[src/rtl/axis_symbol_unpacker.sv]
// axis_symbol_unpacker
// Splits each ITEM_W-bit input item into ITEM_W/SYM_W symbols and emits them
// one per output beat, zero-extended to OUT_W. Packet sideband is held for all
// symbols of a word, and a free-running counter tracks transferred symbols.
module axis_symbol_unpacker #(
  parameter int ITEM_W = 32,
  parameter int SYM_W  = 2,
  parameter int OUT_W  = 32
) (
  input  logic              axis_data_clk,
  input  logic              axis_data_rst_n,
  input  logic              cfg_msb_first,
  input  logic [ITEM_W-1:0] s_axis_tdata,
  input  logic              s_axis_tlast,
  input  logic              s_axis_tvalid,
  output logic              s_axis_tready,
  input  logic [63:0]       s_axis_ttimestamp,
  input  logic              s_axis_thas_time,
  input  logic              s_axis_teov,
  input  logic              s_axis_teob,
  output logic [OUT_W-1:0]  m_axis_tdata,
  output logic              m_axis_tlast,
  output logic              m_axis_tvalid,
  input  logic              m_axis_tready,
  output logic [63:0]       m_axis_ttimestamp,
  output logic              m_axis_thas_time,
  output logic              m_axis_teov,
  output logic              m_axis_teob,
  output logic [31:0]       sym_count
);

  localparam int RATIO = ITEM_W / SYM_W;
  localparam int IDX_W = (RATIO > 1) ? $clog2(RATIO) : 1;
  localparam logic [IDX_W-1:0] LAST_IDX = IDX_W'(RATIO - 1);

  // Held word and its sideband
  logic [ITEM_W-1:0] word_q, word_d;
  logic              tlast_q, tlast_d;
  logic [63:0]       ts_q, ts_d;
  logic              has_time_q, has_time_d;
  logic              eov_q, eov_d;
  logic              eob_q, eob_d;
  logic              msb_q, msb_d;

  // Control state
  logic              full_q, full_d;
  logic [IDX_W-1:0]  idx_q, idx_d;
  logic [31:0]       sym_count_q, sym_count_d;

  logic              at_last;
  logic              m_hs;
  logic              s_rdy;
  logic              s_hs;
  logic [SYM_W-1:0]  sym;

  assign at_last = (idx_q == LAST_IDX);
  assign m_hs    = full_q && m_axis_tready;
  // A new item may enter in the same cycle the final symbol of the held word leaves.
  assign s_rdy   = !full_q || (m_axis_tready && at_last);
  assign s_hs    = s_axis_tvalid && s_rdy;

  // Pick the current symbol out of the held word according to the latched bit order.
  always_comb begin
    sym = '0;
    for (int k = 0; k < RATIO; k++) begin
      if (idx_q == IDX_W'(k)) begin
        if (msb_q) sym = word_q[ITEM_W-1-k*SYM_W -: SYM_W];
        else       sym = word_q[k*SYM_W +: SYM_W];
      end
    end
  end

  // Next-state: load on input handshake, step or retire the word on output handshake.
  always_comb begin
    word_d      = word_q;
    tlast_d     = tlast_q;
    ts_d        = ts_q;
    has_time_d  = has_time_q;
    eov_d       = eov_q;
    eob_d       = eob_q;
    msb_d       = msb_q;
    full_d      = full_q;
    idx_d       = idx_q;
    sym_count_d = sym_count_q + (m_hs ? 32'd1 : 32'd0);

    if (s_hs) begin
      word_d     = s_axis_tdata;
      tlast_d    = s_axis_tlast;
      ts_d       = s_axis_ttimestamp;
      has_time_d = s_axis_thas_time;
      eov_d      = s_axis_teov;
      eob_d      = s_axis_teob;
      msb_d      = cfg_msb_first;
      full_d     = 1'b1;
      idx_d      = '0;
    end else if (m_hs) begin
      if (at_last) full_d = 1'b0;
      else         idx_d  = idx_q + IDX_W'(1);
    end
  end

  // State registers; reset clears the held word so outputs read zero while idle.
  always_ff @(posedge axis_data_clk or negedge axis_data_rst_n) begin
    if (!axis_data_rst_n) begin
      word_q      <= '0;
      tlast_q     <= 1'b0;
      ts_q        <= '0;
      has_time_q  <= 1'b0;
      eov_q       <= 1'b0;
      eob_q       <= 1'b0;
      msb_q       <= 1'b0;
      full_q      <= 1'b0;
      idx_q       <= '0;
      sym_count_q <= '0;
    end else begin
      word_q      <= word_d;
      tlast_q     <= tlast_d;
      ts_q        <= ts_d;
      has_time_q  <= has_time_d;
      eov_q       <= eov_d;
      eob_q       <= eob_d;
      msb_q       <= msb_d;
      full_q      <= full_d;
      idx_q       <= idx_d;
      sym_count_q <= sym_count_d;
    end
  end

  assign s_axis_tready     = s_rdy;
  assign m_axis_tvalid     = full_q;
  assign m_axis_tdata      = OUT_W'(sym);
  assign m_axis_tlast      = tlast_q && at_last;
  assign m_axis_ttimestamp = ts_q;
  assign m_axis_thas_time  = has_time_q;
  assign m_axis_teov       = eov_q;
  assign m_axis_teob       = eob_q;
  assign sym_count         = sym_count_q;

endmodule

[config.mk]
export PLATFORM = sky130hd
export DESIGN_NAME = axis_symbol_unpacker
export DESIGN_NICKNAME = d
export VERILOG_FILES = /design/src/rtl/axis_symbol_unpacker.sv
export SDC_FILE = /design/constraint.sdc
export NUM_CORES = 1
export LEC_CHECK = 0
export ABC_CLOCK_PERIOD_IN_PS = 1730
export BUFFER_PORTS_ARGS = -buffer_cell sky130_fd_sc_hd__buf_2
export CAP_MARGIN = 30
export CORE_ASPECT_RATIO = 2
export CORE_MARGIN = 1
export CORE_UTILIZATION = 40
export DETAILED_ROUTE_END_ITERATION = 10
export PLACE_DENSITY = 0.72
export RECOVER_POWER = 25
export REMOVE_ABC_BUFFERS = 1
export SYNTH_ARGS = -nofsm -noshare
export SYNTH_HDL_FRONTEND = slang
export SYNTH_SLANG_ARGS = --single-unit
[constraint.sdc]
create_clock -name axis_data_clk -period 1.73 [get_ports axis_data_clk]
set_input_delay 0 -clock axis_data_clk [delete_from_list [all_inputs] [get_ports axis_data_clk]]
set_output_delay 0 -clock axis_data_clk [all_outputs]
set_load 0.02 [all_outputs]
==> out/qor_table.md, run 1 <==
| Parameter | Reported |
| --- | --- |
| Post-synth EDFFs | 0 |
| Critical path capture point | m_axis_tdata[1] |
| Area used by multi-input combinational logic | 3320 µm² |
| FF-to-FF setup slack | -0.39 ns |
| Setup violations, final | 105 |
| Hold Fails Final Rpt | 0 |
| Count of H-tree levels built during CTS | 4 |
| Total wire length after detailed routing | 18900 µm |
| Number of antenna violations at the first check in global routing | 1 |
| Largest net degree at the start of global routing | 55 |
| Critical Path Source | idx_q[1] |
| Number of storage elements in the synthesis netlist | 138 |
| Number of filler instances in the final layout | 1252 |
| Critical path capture point type | primary output |
| Worst min path class | in2async |
| # Max-Cap Violations | 0 |
| Post-detailed-route count of antenna-violating nets | 0 |
| Unrepaired setup endpoints after global routing | true |
| Reg-to-Reg End | m_axis_ttimestamp[34] |
| Via-to-Cell Ratio | 4.88 |
| Beginning of the worst register-to-register path | idx_q[0] |
| Syn Area/Cell | 14.1 µm² |
| Area after DPL | 8450 µm² |
| FP Rows | 67 |
| Tcrit/Tclk final | 128% |
| Cell breakdown of the critical path | inv_2 -> ha_4 -> buf_6 -> a22o_1 -> a2111oi_4 -> a2111oi_2 -> a41oi_2 -> buf_4 |
| Crit path launch type | flop |
| Final sum of negative setup slack | -29.75 ns |
| Wire length of the first global-routing pass | 29600 µm |
| Number of violations reported at the end of detailed-routing iteration 0 | 139 |
| Total chip power | 17.8 mW |
| Power density over the cells | 1660 nW/µm² |
| Global route total overflow | 0 |
| Via count of the first global-routing pass | 5838 |
| Required time of the critical path | 1.73 ns |
| TritonCTS clock tree | built |
| Placer congestion estimate | 0.849 |
| Final Hold Slack | 0.336 ns |
| Most frequent standard cell in the layout excluding fill and tap cells | buf_2 |
| Top_reg_cell synth | dfrtp_1 |
| Final setup margin | -0.492 ns |
| Final standard cell area without fillers | 10800 µm² |
| Top-level I/O count | 239 |
| Internal power | 11.7 mW |
| Slowest stage cell on the critical path | dfrtp_1 |
| Arrival time at the worst endpoint | 2.22 ns |
| Async S/R FF share, synth | 100% |
| Worst-skew pair later-pin latency | 0.41 ns |
| Logic gate share of total power | 45.4% |
| Inserted Clock Buffers | 17 |
| Sink count of the clock tree | 138 |
| Sequential Power Share | 30.7% |
| Count of warnings emitted by yosys | 0 |
| Final count of pins violating max slew | 0 |
| Net total in the final layout | 994 |
| Die outline height | 189 µm |
| Switching Fraction | 34.3% |
| Wire per inst | 17.1 µm |
| Headroom to the max-slew limit | 24.6% |
| Initial cell density of the core | 41.3% |
| Total die area | 18000 µm² |
| Proportion of power drawn by the clock network | 23.9% |
| Post-synth design cell area | 6960 µm² |
| Synth unique cells | 55 |
| Min Tclk post-route | 2.22 ns |
| Clock Path Buffers | 2 |
| Clock root buffer master | clkbuf_16 |
| Top fanout value on the critical path | 10 |
| Highest achievable clock rate | 450 MHz |
| Residual DRC | 0 |
| Worst-margin pin slew | 1.13 ns |
| Switching component of the power | 6.13 mW |
| Setup CP Type | reg2out |
| Clock-pin slew on the worst setup and hold paths | 0.06 ns |
| Static leakage | 5.24 nW |
| Vias after detailed routing | 5388 |
| Detailed Routing Iterations Pass 1 | 4 |
| Syn Inst Count | 495 |
| Clock tree skew after final layout | 0.00979 ns |
| Buffers added on ports | 208 |
| Worst Setup Slack post-DPL | -0.180 ns |
| Cell depth of the worst flop-to-flop path | 10 |
| Leading cell types in the layout, fill and taps excluded | buf_2 (204), dfrtp_1 (136), dlygate4sd3_1 (104) |
| Status | finished with violations |
| Largest stage delay on the critical path | 0.41 ns |
| Total half-perimeter wirelength after legalization and detailed placement | 11800 µm |
| Share of layout cells above drive strength 1 | 54.0% |
| Maximum resistive drop on vdd | 1.08 mV |
| Part of the Yosys area used for sequential elements | 49.6% |
| Register Area | 3460 µm² |
| Chip width | 95.3 µm |
| Failing checks | setup timing |
| Total track usage | 21.7% |
| Area Overhead vs Synth | 54.8% |
| Area of the core | 16800 µm² |
-- flip-flops by register name (all words and copies together), names as in the netlist --
name	count
idx_q	4
m_axis_teob	1
m_axis_teov	1
m_axis_thas_time	1
m_axis_ttimestamp	64
m_axis_tvalid	1
msb_q	1
sym_count	32
tlast_q	1
word_q	32
-- how the worst min path moves through the flow --
stage / slack (ns) / start / end / cells after the start
finish: 0.34 / axis_data_rst_n / sym_count[13] / 2
CTS: 0.08 / axis_data_rst_n / sym_count[13] / 2
global placement: -0.04 / axis_data_rst_n / sym_count[12] / 1
detailed placement: -0.04 / axis_data_rst_n / sym_count[13] / 1
global route: 0.34 / s_axis_ttimestamp[44] / m_axis_ttimestamp[44] / 3
floorplan: -0.30 / axis_data_rst_n / idx_q[0] / 0
-- power by group through the flow --
stage	logic [mW]	clock network (mW)	registers, mW
4_1_cts	7.92	4.36	5.43
6_report	8.10	4.26	5.48
3_3_place_gp	6.97	0	5.38
2_1_floorplan	3.53	0	6.46
5_1_grt	8.59	4.51	5.64
3_5_place_dp	7.07	0	5.40
-- timing repair --
| action | CTS | global route |
|---|---|---|
| gates resized for setup | 57 | 12 |
| hold buffers | 104 | 0 |
| setup endpoints to repair | 108 | 120 |
| pin swaps | 11 | 7 |
| endpoints found under the hold margin | 242 | 0 |
| setup buffers | 17 | 4 |
| gates cloned | 6 | 1 |
-- worst max-delay path, delay by kind of cell (launching register included) --
| family | cells | cell delay (ns) |
|---|---|---|
| flops | 1 | 0.41 |
| fa+ha+maj | 1 | 0.19 |
| buf+inv | 3 | 0.41 |
| compound gates | 4 | 0.78 |
-- cell usage after synthesis (all sizes together) (4+ instances only) --
cell    instances  area (µm²)
mux2i          15         163
nand4          10        77.6
and3            8        58.8
nor2            4        15.0
clkbuf          5        20.0
dfrtp         138        3450
a21oi           6        30.0
a22o            5        43.8
buf            50         453
mux2          117        1660
nand3          15        75.1
o21ai           6        30.0
xor2            5        43.8
nand2          24        92.6
and2            4        27.5
a32oi           7        61.3
nor3            5        25.0
inv             6        22.5
ha              6        75.1
xnor2          25         219
-- through the flow --
stage          utilization (%)  cells
2_1_floorplan                -    469
5_1_grt                   63.9   1104
4_1_cts                   63.3   1098
6_report                  63.9   1104
3_5_place_dp              50.1    940
3_3_place_gp              50.1    940
-- cells by family after synthesis --
kind of cell,share of synthesized area (%)
xor gates and xnor gates,3.78
muxes,26.1
and+or+nand+nor,6.92
adders and majority gates,1.08
buffers and inverters,7.12
other,0.0539
DFF,49.6
AOI/OAI and AO/OA,5.29
-- routing by layer --
metal / track usage, % / part of all wire (%) / vias to the layer above
met5: 0 / 0 / -
met4: 11.5 / 4.0 / 0
met3: 4.36 / 4.1 / 53
met2: 38.9 / 55 / 207
met1: 23.2 / 37 / 2640
li1: - / - / 2488
-- cell type report --
cell class	instances	area share, %
multi-input cells	325	30.8
clock inverters	11	1.99
flip-flops and latches	138	32.1
well taps	207	2.41
repair buffers	395	28.0
inverters	6	0.232
clock buffers	21	4.46
diodes	1	0.0232
Note: power is estimated with default switching activity, not from simulation.
==> run 2: changes to the inputs <==
--- a/config.mk
+++ b/config.mk
@@ -12,9 +12,11 @@
 export CORE_MARGIN = 1
 export CORE_UTILIZATION = 40
 export DETAILED_ROUTE_END_ITERATION = 10
+export GPL_TIMING_DRIVEN = 0
 export PLACE_DENSITY = 0.72
 export RECOVER_POWER = 25
 export REMOVE_ABC_BUFFERS = 1
+export SKIP_CTS_REPAIR_TIMING = 1
 export SYNTH_ARGS = -nofsm -noshare
 export SYNTH_HDL_FRONTEND = slang
 export SYNTH_SLANG_ARGS = --single-unit
==> out/qor_table.md, run 2 (synthesis results as in run 1) <==
| Parameter | Reported |
| --- | --- |
| Status | finished with violations |
| Failing checks | setup timing |
| Most frequent standard cell in the layout excluding fill and tap cells | buf_2 |
| Critical Path Source | idx_q[0] |
| Crit path launch type | flop |
| Register Area | 3470 µm² |
| Leading cell types in the layout, fill and taps excluded | buf_2 (205), dfrtp_1 (128), dlygate4sd3_1 (103) |
| Total half-perimeter wirelength after legalization and detailed placement | 10700 µm |
| Critical path capture point type | primary output |
| Clock root buffer master | clkbuf_16 |
| Cell seen most often among critical-path stages | a2111oi_4 |
| Final sum of negative setup slack | -44.18 ns |
| Setup CP Type | reg2out |
| Number of antenna violations at the first check in global routing | 2 |
| Cell family with most CP delay | compound AO/OA/AOI/OAI gates |
| Number of filler instances in the final layout | 1286 |
| Unrepaired setup endpoints after global routing | true |
| Maximum resistive drop on vdd | 0.860 mV |
| Chip width | 95.3 µm |
| Beginning of the worst register-to-register path | idx_q[0] |
| Required time of the critical path | 1.73 ns |
| Number of placed instances with taps included | 888 |
| TritonCTS clock tree | built |
| Inserted Clock Buffers | 17 |
| Worst Setup Slack post-DPL | -1.30 ns |
| Clock tree skew after final layout | 0.00561 ns |
| Total die area | 18000 µm² |
| Power density over the cells | 1680 nW/µm² |
| Largest net degree at the start of global routing | 78 |
| Net total in the final layout | 955 |
| Clock Path Buffers | 2 |
| Highest achievable clock rate | 436 MHz |
| Global route total overflow | 0 |
| Headroom to the max-slew limit | 3.28% |
| # Max-Cap Violations | 0 |
| Buffers added on ports | 208 |
| Total wire length after detailed routing | 18400 µm |
| Total track usage | 17.1% |
| Arrival time at the worst endpoint | 2.29 ns |
| Worst min path class | in2reg |
| Top fanout value on the critical path | 7 |
| Slowest stage cell on the critical path | dfrtp_2 |
| Share of layout cells above drive strength 1 | 52.4% |
| Launch point of the worst hold path | m_axis_tready |
| Static leakage | 4.99 nW |
| Placer congestion estimate | 0.827 |
| Area of the core | 16800 µm² |
| Number of buffers and inverters on the critical path | 2 |
| Final setup margin | -0.565 ns |
| Post-Layout Cell Count | 1066 |
| FF-to-FF setup slack | -0.53 ns |
| Post-detailed-route count of antenna-violating nets | 0 |
| Number of cells on the worst hold path | 5 |
| Levels on crit path | 8 |
| Area Overhead vs Synth | 49.3% |
| Utilization after layout | 61.7% |
| Count of H-tree levels built during CTS | 4 |
| Total chip power | 17.4 mW |
| Cell breakdown of the critical path | clkinvlp_4 -> ha_4 -> nor2b_4 -> a22o_1 -> a2111oi_4 -> a2111oi_4 -> a41oi_2 -> buf_6 |
| Largest register FFs | 64 |
| Residual DRC | 0 |
| Via count of the first global-routing pass | 4692 |
| Final count of pins violating max slew | 0 |
| Clock-pin slew on the worst setup and hold paths | 0.06 ns |
| Tcrit/Tclk final | 133% |
| Worst-case hold path end point | idx_q[2] |
| Setup violations, final | 107 |
| Worst-skew pair later-pin latency | 0.41 ns |
| Wire per inst | 17.3 µm |
| FP Rows | 67 |
| Hold Fails Final Rpt | 0 |
| Number of violations reported at the end of detailed-routing iteration 0 | 282 |
| Die outline height | 189 µm |
| Wire length of the first global-routing pass | 23300 µm |
| Sink count of the clock tree | 138 |
| Via-to-Cell Ratio | 4.90 |
| Area used by multi-input combinational logic | 3330 µm² |
| Min Tclk post-route | 2.29 ns |
| Worst-margin pin slew | 1.45 ns |
| Cell depth of the worst flop-to-flop path | 9 |
| Vias after detailed routing | 5226 |
| Largest stage delay on the critical path | 0.41 ns |
| Reg-to-Reg End | m_axis_ttimestamp[53] |
| Detailed Routing Iterations Pass 1 | 4 |
| Initial cell density of the core | 41.3% |
| Top-level I/O count | 239 |
-- run 2: cell count changes in the layout (fill, tap and decap cells not counted), sizes merged, moves of 2 or more --
| cell | delta |
|---|---|
| clkbuf | +2 |
| clkinvlp | +2 |
| bufbuf | -2 |
| buf | -39 |
-- run 2: final cells by class --
type	instances	share of cell area, %
diodes	2	0.0482
clock buffers	21	4.53
clock inverters	11	1.84
inverters	6	0.253
multi-input cells	326	32.0
flip-flops and latches	138	33.4
well taps	207	2.49
repair buffers	355	25.4
-- run 2: tightest hold or removal path: stages --
cell	delay, ns
buf_2	0.15
nand2_1	0.07
nand2_1	0.05
nand3_1	0.07
o31ai_1	0.06
-- run 2: per-stage QoR --
stage	hold WS, ns	cell area, µm²
finish	0.0217	10400
global route	0.0386	10400
CTS	-0.428	8670
detailed placement	0.0259	8010
global placement	0.231	7890
floorplan	-0.296	6590
-- run 2: per-layer routing --
metal / vias up / global-route usage (%) / share of wire, %
met3: 47 / 3.71 / 4.5
met1: 2552 / 17.9 / 36
li1: 2420 / - / -
met2: 207 / 30.9 / 56
met4: 0 / 8.80 / 3.7
met5: - / 0 / 0
-- run 2: worst max-delay path by stage --
stage	to	slack, ns
3_3_place_gp	m_axis_ttimestamp[58]	-1.87
5_1_grt	m_axis_tdata[1]	-0.65
6_report	m_axis_tdata[1]	-0.56
3_5_place_dp	m_axis_ttimestamp[54]	-1.30
2_1_floorplan	m_axis_ttimestamp[49]	-1.33
4_1_cts	m_axis_ttimestamp[58]	-1.32
-- run 2: power breakdown --
part	internal, mW	total [mW]	switching (mW)
registers	4.53	5.63	1.10
clock network	2.67	4.06	1.39
logic	4.13	7.76	3.63
total	11.3	17.4	6.12
==> run 3: changes to the inputs <==
--- a/config.mk
+++ b/config.mk
@@ -5,7 +5,7 @@
 export SDC_FILE = /design/constraint.sdc
 export NUM_CORES = 1
 export LEC_CHECK = 0
-export ABC_CLOCK_PERIOD_IN_PS = 1730
+export ABC_CLOCK_PERIOD_IN_PS = 2750
 export BUFFER_PORTS_ARGS = -buffer_cell sky130_fd_sc_hd__buf_2
 export CAP_MARGIN = 30
 export CORE_ASPECT_RATIO = 2
@@ -13,7 +13,7 @@
 export CORE_UTILIZATION = 40
 export DETAILED_ROUTE_END_ITERATION = 10
 export GPL_TIMING_DRIVEN = 0
-export PLACE_DENSITY = 0.72
+export PLACE_DENSITY = 0.69
 export RECOVER_POWER = 25
 export REMOVE_ABC_BUFFERS = 1
 export SKIP_CTS_REPAIR_TIMING = 1
==> constraint.sdc (replaced) <==
create_clock -name axis_data_clk -period 2.75 [get_ports axis_data_clk]
set_input_delay 0 -clock axis_data_clk [delete_from_list [all_inputs] [get_ports axis_data_clk]]
set_output_delay 0 -clock axis_data_clk [all_outputs]
set_load 0.02 [all_outputs]
==> out/qor_table.md, run 3 (synthesis results as in run 1) <==
| Parameter | Reported |
| --- | --- |
| Status | finished with violations |
| Failing checks | capacitance limit, slew limit |
| # Max-Cap Violations | 1 |
| Cell family with most CP delay | compound AO/OA/AOI/OAI gates |
| Cell depth of the worst flop-to-flop path | 7 |
| Via count of the first global-routing pass | 4927 |
| Levels on crit path | 8 |
| Clock root buffer master | clkbuf_16 |
| Global route total overflow | 0 |
| Setup violations, final | 0 |
| Leading cell types in the layout, fill and taps excluded | buf_2 (179), dfrtp_1 (137), dlygate4sd3_1 (104) |
| Cell breakdown of the critical path | inv_1 -> ha_2 -> nor4b_1 -> a32oi_1 -> o211ai_1 -> a32oi_1 -> a2bb2oi_1 -> buf_2 |
| Top fanout value on the critical path | 9 |
| Critical path capture point | m_axis_tdata[0] |
| Buffers added on ports | 208 |
| Sink count of the clock tree | 138 |
| Critical Path Source | idx_q[1] |
| Total track usage | 17.4% |
| Number of violations reported at the end of detailed-routing iteration 0 | 180 |
| Setup CP Type | reg2out |
| Residual DRC | 0 |
| Hold Fails Final Rpt | 0 |
| Total half-perimeter wirelength after legalization and detailed placement | 11000 µm |
| Initial cell density of the core | 41.3% |
| Inserted Clock Buffers | 17 |
| Net total in the final layout | 915 |
| Area used by multi-input combinational logic | 3140 µm² |
| Number of filler instances in the final layout | 1331 |
| Area Overhead vs Synth | 38.9% |
| Worst-margin pin slew | 1.73 ns |
| Reg-to-Reg End | m_axis_ttimestamp[54] |
| Cell seen most often among critical-path stages | a32oi_1 |
| Maximum resistive drop on vdd | 0.605 mV |
| Area of the core | 16800 µm² |
| Total wire length after detailed routing | 17100 µm |
| Clock Path Buffers | 2 |
| Post-Layout Cell Count | 1025 |
| Die outline height | 189 µm |
| Slowest stage cell on the critical path | dfrtp_1 |
| Most frequent standard cell in the layout excluding fill and tap cells | buf_2 |
| Wire per inst | 16.6 µm |
| Post-detailed-route count of antenna-violating nets | 0 |
| Power density over the cells | 1050 nW/µm² |
| Area after DPL | 8010 µm² |
| Final standard cell area without fillers | 9660 µm² |
| Wire length of the first global-routing pass | 24000 µm |
| Beginning of the worst register-to-register path | idx_q[0] |
| Final sum of negative setup slack | 0 ns |
| Vias after detailed routing | 5091 |
| Highest achievable clock rate | 383 MHz |
| Worst min path class | in2reg |
| Static leakage | 4.60 nW |
| Via-to-Cell Ratio | 4.97 |
| Clock-pin slew on the worst setup and hold paths | 0.06 ns |
| Min Tclk post-route | 2.61 ns |
| Number of buffers and inverters on the critical path | 2 |
| Headroom to the max-slew limit | -15.6% |
| Worst-skew pair later-pin latency | 0.41 ns |
| Detailed Routing Iterations Pass 1 | 5 |
| Register Area | 3450 µm² |
| Number of antenna violations at the first check in global routing | 1 |
| Number of placed instances with taps included | 888 |
| Largest stage delay on the critical path | 0.43 ns |
| Largest net degree at the start of global routing | 73 |
| FP Rows | 67 |
| Critical path capture point type | primary output |
| Required time of the critical path | 2.75 ns |
| Top-level I/O count | 239 |
| Share of layout cells above drive strength 1 | 42.8% |
| Chip width | 95.3 µm |
| Placer congestion estimate | 0.845 |
| Clock tree skew after final layout | 0.00653 ns |
| Final count of pins violating max slew | 67 |
| Arrival time at the worst endpoint | 2.61 ns |
| TritonCTS clock tree | built |
| Crit path launch type | flop |
| Largest register FFs | 64 |
| FF-to-FF setup slack | 0.16 ns |
| Tcrit/Tclk final | 95.0% |
| Total die area | 18000 µm² |
| Count of H-tree levels built during CTS | 4 |
-- run 3: cell types whose count changed in the layout (fill, tap and decap cells not counted), moves of 3 or more --
| cell | previous run | this run |
|---|---|---|
| clkbuf_16 | 21 | 17 |
| buf_12 | 5 | 0 |
| buf_2 | 205 | 179 |
| ha_4 | 6 | 1 |
| clkinv_4 | 1 | 5 |
| buf_4 | 30 | 0 |
| dfrtp_2 | 9 | 1 |
| buf_6 | 3 | 0 |
| clkbuf_1 | 1 | 30 |
| dfrtp_1 | 128 | 137 |
| clkbuf_8 | 3 | 0 |
| ha_2 | 0 | 3 |
-- run 3: area by class of cell --
type / instances / share of cell area, %
sequential: 138 / 35.8
inverter: 6 / 0.233
antenna: 1 / 0.0259
clock buffer: 19 / 4.48
timing repair buffer: 316 / 22.3
clock inverter: 13 / 2.02
multi-input combinational: 325 / 32.5
tap: 207 / 2.68
-- run 3: layer usage --
layer  track usage, %  wire, µm  vias to the layer above
met5                0         0                        -
met4             11.2       673                        0
met3             3.67       829                       47
met2             30.7      9350                      218
met1             18.0      6190                     2501
li1                 -         -                     2325
-- run 3: per-stage QoR --
step	utilization, %	worst slack [ns]	power [mW]	hold WS (ns)
4_1_cts	51.3	-0.0332	10.1	-0.400
6_report	57.3	0.137	10.1	0.349
3_5_place_dp	47.5	0.0130	7.55	0.0446
2_1_floorplan	-	-0.311	6.29	-0.296
3_3_place_gp	46.8	-0.730	7.39	0.231
5_1_grt	57.3	-0.00680	10.7	0.347
-- run 3: where the power goes --
part           internal, mW  switching (mW)
registers              2.84           0.672
clock network          1.53           0.900
logic                  2.11            2.05
total                  6.48            3.62
-- run 3: tightest hold or removal path, stage by stage --
cell and delay [ns]:
dlygate4sd3_1 0.51, buf_2 0.09, mux2_4 0.12
-- run 3: worst min path at each step --
stage | cells past startpoint | to | start | slack [ns]
finish | 3 | word_q[9] | s_axis_tdata[9] | 0.35
global route | 3 | word_q[10] | s_axis_tdata[10] | 0.35
CTS | 1 | sym_count[12] | axis_data_rst_n | -0.40
global placement | 2 | m_axis_ttimestamp[27] | s_axis_ttimestamp[27] | 0.23
detailed placement | 1 | sym_count[12] | axis_data_rst_n | 0.04
floorplan | 0 | idx_q[0] | axis_data_rst_n | -0.30
